File: config.mk
export PLATFORM = sky130hd
export DESIGN_NAME = pll_lock_sequencer
export DESIGN_NICKNAME = d
export VERILOG_FILES = /design/src/rtl/pll_seq_pkg.sv /design/src/rtl/sync_2ff.sv /design/src/rtl/pll_lock_sequencer.sv
export SDC_FILE = /design/constraint.sdc
export NUM_CORES = 1
export LEC_CHECK = 0
export BUFFER_PORTS_ARGS = -buffer_cell sky130_fd_sc_hd__buf_2
export CAP_MARGIN = 20
export CORE_MARGIN = 8
export CORE_UTILIZATION = 39
export CTS_BUF_LIST = sky130_fd_sc_hd__clkbuf_2
export DETAILED_ROUTE_END_ITERATION = 10
export PLACE_DENSITY = 0.58
export SLEW_MARGIN = 0
export SYNTH_ARGS = -nofsm -noshare
export SYNTH_HDL_FRONTEND = slang
export SYNTH_SLANG_ARGS = --single-unit
File: constraint.sdc
create_clock -name clock_in -period 6.05 [get_ports clock_in]
set_clock_uncertainty 0.2 [all_clocks]
set_input_delay 0.605 -clock clock_in [delete_from_list [all_inputs] [get_ports clock_in]]
set_output_delay 0.605 -clock clock_in [all_outputs]
set_load 0.01 [all_outputs]
File: src/rtl/pll_seq_pkg.sv
// Shared types and helpers for the PLL lock sequencer.
// Holds the FSM state encoding and the shared-counter width calculation.
package pll_seq_pkg;

  typedef enum logic [2:0] {
    ST_RESET_PLL,
    ST_WAIT_LOCK,
    ST_STABILIZE,
    ST_RUN,
    ST_FAULT
  } pll_state_t;

  // The counter only ever holds (cycles - 1), so $clog2 of the largest interval is enough.
  function automatic int unsigned counterWidth(input int unsigned a,
                                               input int unsigned b,
                                               input int unsigned c);
    int unsigned m;
    m = a;
    if (b > m) m = b;
    if (c > m) m = c;
    return (m <= 1) ? 1 : $clog2(m);
  endfunction

endpackage

File: src/rtl/sync_2ff.sv
// Single-bit two-flop synchronizer for bringing asynchronous levels into a clock domain.
// Both stages clear to 0 on synchronous reset.
module sync_2ff (
  input  logic i_clock,
  input  logic i_reset,
  input  logic i_d,
  output logic o_q
);

  logic r_meta;
  logic r_sync;

  always_ff @(posedge i_clock) begin
    if (i_reset) begin
      r_meta <= 1'b0;
      r_sync <= 1'b0;
    end else begin
      r_meta <= i_d;
      r_sync <= r_meta;
    end
  end

  assign o_q = r_sync;

endmodule

File: src/rtl/pll_lock_sequencer.sv
// Brings the board PLL from power-up to a stable clock: reset pulse, lock wait with retries,
// lock stabilisation, then releases the system reset and re-sequences on lock loss.
module pll_lock_sequencer
  import pll_seq_pkg::*;
#(
  parameter int unsigned RESET_CYCLES  = 16,
  parameter int unsigned LOCK_TIMEOUT  = 65536,
  parameter int unsigned STABLE_CYCLES = 1024,
  parameter int unsigned MAX_RETRIES   = 3
) (
  input  logic       clock_in,
  input  logic       reset,
  input  logic       pll_locked,
  input  logic       restart,
  output logic       pll_reset_n,
  output logic       sys_reset,
  output logic       ready,
  output logic       fault,
  output logic [1:0] retry_count,
  output logic [7:0] loss_count
);

  localparam int unsigned CNT_W = counterWidth(RESET_CYCLES, LOCK_TIMEOUT, STABLE_CYCLES);
  localparam logic [CNT_W-1:0] RESET_LOAD   = CNT_W'(RESET_CYCLES - 1);
  localparam logic [CNT_W-1:0] TIMEOUT_LOAD = CNT_W'(LOCK_TIMEOUT - 1);
  localparam logic [CNT_W-1:0] STABLE_LOAD  = CNT_W'(STABLE_CYCLES - 1);
  localparam logic [1:0]       RETRY_LIMIT  = 2'(MAX_RETRIES);

  logic             w_lockSync;
  pll_state_t       r_state;
  logic [CNT_W-1:0] r_count;
  logic             r_pllResetN;
  logic             r_sysReset;
  logic             r_ready;
  logic             r_fault;
  logic [1:0]       r_retryCount;
  logic [7:0]       r_lossCount;

  sync_2ff u_lockSync (
    .i_clock (clock_in),
    .i_reset (reset),
    .i_d     (pll_locked),
    .o_q     (w_lockSync)
  );

  // Counter holds remaining cycles minus one; zero means the current interval ends this edge.
  always_ff @(posedge clock_in) begin
    if (reset) begin
      r_state      <= ST_RESET_PLL;
      r_count      <= RESET_LOAD;
      r_pllResetN  <= 1'b0;
      r_sysReset   <= 1'b1;
      r_ready      <= 1'b0;
      r_fault      <= 1'b0;
      r_retryCount <= 2'd0;
      r_lossCount  <= 8'd0;
    end else if (restart) begin
      r_state      <= ST_RESET_PLL;
      r_count      <= RESET_LOAD;
      r_pllResetN  <= 1'b0;
      r_sysReset   <= 1'b1;
      r_ready      <= 1'b0;
      r_fault      <= 1'b0;
      r_retryCount <= 2'd0;
    end else begin
      case (r_state)
        ST_RESET_PLL: begin
          if (r_count == '0) begin
            r_state     <= ST_WAIT_LOCK;
            r_count     <= TIMEOUT_LOAD;
            r_pllResetN <= 1'b1;
          end else begin
            r_count <= r_count - 1'b1;
          end
        end
        // Lock is checked before expiry so a lock on the last cycle still counts.
        ST_WAIT_LOCK: begin
          if (w_lockSync) begin
            r_state <= ST_STABILIZE;
            r_count <= STABLE_LOAD;
          end else if (r_count == '0) begin
            r_pllResetN <= 1'b0;
            if (r_retryCount == RETRY_LIMIT) begin
              r_state <= ST_FAULT;
              r_count <= '0;
              r_fault <= 1'b1;
            end else begin
              r_state      <= ST_RESET_PLL;
              r_count      <= RESET_LOAD;
              r_retryCount <= (r_retryCount == 2'd3) ? 2'd3 : r_retryCount + 2'd1;
            end
          end else begin
            r_count <= r_count - 1'b1;
          end
        end
        ST_STABILIZE: begin
          if (!w_lockSync) begin
            r_state <= ST_WAIT_LOCK;
            r_count <= TIMEOUT_LOAD;
          end else if (r_count == '0) begin
            r_state      <= ST_RUN;
            r_count      <= '0;
            r_sysReset   <= 1'b0;
            r_ready      <= 1'b1;
            r_retryCount <= 2'd0;
          end else begin
            r_count <= r_count - 1'b1;
          end
        end
        ST_RUN: begin
          if (!w_lockSync) begin
            r_state     <= ST_RESET_PLL;
            r_count     <= RESET_LOAD;
            r_pllResetN <= 1'b0;
            r_sysReset  <= 1'b1;
            r_ready     <= 1'b0;
            if (r_lossCount != 8'hFF) r_lossCount <= r_lossCount + 8'd1;
          end
        end
        ST_FAULT: begin
          r_state <= ST_FAULT;
        end
        default: begin
          r_state     <= ST_RESET_PLL;
          r_count     <= RESET_LOAD;
          r_pllResetN <= 1'b0;
          r_sysReset  <= 1'b1;
          r_ready     <= 1'b0;
          r_fault     <= 1'b0;
        end
      endcase
    end
  end

  assign pll_reset_n = r_pllResetN;
  assign sys_reset   = r_sysReset;
  assign ready       = r_ready;
  assign fault       = r_fault;
  assign retry_count = r_retryCount;
  assign loss_count  = r_lossCount;

endmodule
==> impl_metrics.json <==
{
  "drv_slew": 0,
  "max_freq_ghz": 0.352,
  "avgRoutedWirePerCell_um": 15.7,
  "wl_met1_um": 2660,
  "root_buffer": "clkbuf_2",
  "layout.cells.non_filler": 338,
  "min_from": "pll_locked",
  "ys_warn_count": 0,
  "synthFlopType": "dfxtp_1",
  "clkTransAtPathRegs_ns": 0.19,
  "cp-start-kind": "flop",
  "vdd.ir_drop.worst_v": 0.0000832,
  "status": "completed",
  "vias": 2014,
  "p_leak_nw": 0.848,
  "grt_pass1_wl_um": 8790,
  "die_width_um": 89.0,
  "met3_length_um": 270,
  "synthArstFlopShare": 0,
  "cp_max_fo": 9,
  "grtUsageTotal": 0.142,
  "pre_cts_slack_ns": 3.23,
  "finalHoldViolations": 0,
  "numCtsBuffers": 5,
  "cpPeakStageDelay_ns": 0.55,
  "ff_latch_area_um2": 701,
  "diodes": 0,
  "die_area_um2": 7930,
  "start_util": 0.405,
  "worstPathCellList": "inv_1 > ha_1 > or3b_1 > nor4_4 > a31oi_1 > o21ai_1 > o221ai_1",
  "clk_path_buf_depth": 2,
  "maxCapViolations": 0,
  "rsz0062_at_grt": "no",
  "final.min_clock_period_ns": 2.84,
  "yosysUniqueCellTypes": 51,
  "cp.required_ns": 6.08,
  "fin_setup_tns_ns": 0,
  "num_io_pins": 18,
  "rrSetupSlack_ns": 3.21,
  "worst-setup-path-type": "flop to flop",
  "die_y_um": 89.0,
  "final_nets": 274,
  "globalplace.congestion": 0.813,
  "overflow": 0,
  "power.density_nw_per_um2": 176,
  "path_delay_family": "simple AND/OR/NAND/NOR gates",
  "clock-sinks": 35,
  "highest_layer": "met4",
  "grt_max_degree": 25,
  "multi_input_area_um2": 1270,
  "core.rowCount": 26,
  "wl_met2_um": 2310,
  "synth_edf_count": 0,
  "worst_slew_pin_slew_ns": 0.820,
  "ys_ff_latch": 35,
  "dp_hpwl_um": 3720,
  "tritoncts": "built",
  "postCtsSetupBuffers": 0,
  "period_share": 0.469,
  "vias_per_cell": 5.96,
  "r2r-start": "r_count[0]",
  "drt_iter0_drc": 214,
  "synth_area_um2": 2080,
  "worstSkewPairLatency_ns": 0.38,
  "holdCritPathClass": "primary input to flop",
  "synth.avg_cell_area_um2": 8.00,
  "synth_cells": 260,
  "setup_viol": 0,
  "r2r_end": "r_count[1]",
  "ant_nets": 0,
  "r2r_cells": 7,
  "whs_ns": 0.212,
  "cts_resized": 0,
  "core_area_um2": 5140,
  "whs_path_depth": 2,
  "critPathBufInv": 1,
  "crit_arrival_ns": 2.87,
  "drive_gt1_frac": 0.127,
  "ys_seq_area_frac": 0.337,
  "wl_um": 5310,
  "n_fill_cell": 564,
  "cp_slowest_cell": "nor4_4",
  "drtPass1Iterations": 5,
  "slew_headroom": 0.453,
  "first_global_vias": 1766,
  "ctsHoldBuffers": 0,
  "synth_fp_nets": 267,
  "finalPower_uw": 394,
  "cp-end-kind": "flop",
  "dp_cells": 330,
  "h-tree-depth": 2,
  "io_buffers": 17,
  "antenna_found_initial": 0,
  "fin_ws_ns": 3.21,
  "area_growth_pct": 7.52,
  "drc_errors": 0,
  "hold_end": "u_lockSync.r_meta"
}
==> Yosys cell counts (3+ instances only) <==
master,n,share of area
a21oi_1,14,0.034
a31oi_1,11,0.033
and2_1,5,0.015
and3_1,3,0.0090
clkbuf_1,12,0.022
dfxtp_1,35,0.34
ha_1,3,0.018
inv_1,7,0.013
nand2_1,19,0.034
nand2b_1,3,0.0090
nand3_1,6,0.014
nand4_1,8,0.024
nor2_1,22,0.040
nor2b_1,6,0.018
nor3_1,11,0.026
o211ai_1,11,0.040
o21ai_0,12,0.029
o21ai_1,3,0.0072
o221ai_1,4,0.017
or2_2,4,0.012
or3_1,7,0.021
or4_1,3,0.011
xor2_1,11,0.046
==> sequential cells by signal (all words and copies together) (netlist names), 2 cells and up <==
name / cells
loss_count: 8
retry_count: 2
r_count: 16
r_state: 3
==> routing by layer <==
layer | vias up | track usage
li1 | 991 | -
met1 | 948 | 0.201
met2 | 63 | 0.205
met3 | 12 | 0.0322
met4 | 0 | 0.0453
met5 | - | 0
==> layout make-up <==
type,instances,area share
clock buffer,5,0.0112
tap,70,0.0391
multi-input combinational,201,0.569
inverter,7,0.0117
timing repair buffer,17,0.0380
sequential,35,0.313
clock inverter,3,0.0173
==> report_power, final <==
group | switching (mW) | internal [mW]
Sequential | 0.00180 | 0.232
Clock | 0.0807 | 0.0680
Combinational | 0.00743 | 0.00352
Total | 0.0900 | 0.304
==> worst max-delay path by stage <==
stage | to | slack, ns | cells past startpoint | startpoint
2_1_floorplan | r_count[10] | 3.51 | 9 | r_count[0]
3_3_place_gp | r_count[0] | 3.28 | 7 | r_count[0]
3_5_place_dp | r_count[2] | 3.23 | 7 | r_count[0]
4_1_cts | r_count[1] | 3.21 | 7 | r_count[0]
5_1_grt | r_count[2] | 2.96 | 7 | r_count[0]
6_report | r_count[1] | 3.21 | 7 | r_count[0]
==> logic make-up (layout without fill, tap and decap cells) <==
group | Yosys count | after routing | share of synthesized area
AO/OA/AOI/OAI | 79 | 79 | 0.255
XOR/XNOR | 11 | 11 | 0.0463
adder cells (fa/ha/maj) | 3 | 3 | 0.0180
buffers and inverters | 24 | 32 | 0.0511
flip-flops | 35 | 35 | 0.337
AND/OR/NAND/NOR | 108 | 108 | 0.293
==> cells in the final DEF (no fill, tap or decap), types with 7 or more instances in the layout <==
cell	count
a21oi_1	14
a31oi_1	11
buf_2	17
dfxtp_1	35
inv_1	7
nand2_1	19
nand4_1	8
nor2_1	22
nor3_1	11
o211ai_1	11
o21ai_0	12
or3_1	7
xor2_1	11
==> worst reg2reg max path, stage by stage (launching register included) <==
cell and delay, ns:
dfxtp_1 0.37, inv_1 0.06, ha_1 0.15, or3b_1 0.51, nor4_4 0.55, a31oi_1 0.33
o21ai_1 0.37, o221ai_1 0.15
==> metrics by stage <==
stage	cell area, um2	util
floorplan	2080	-
global placement	2170	0.423
detailed placement	2170	0.423
CTS	2240	0.435
global route	2240	0.435
finish	2240	0.435
Power figures use the tool's default switching activity.
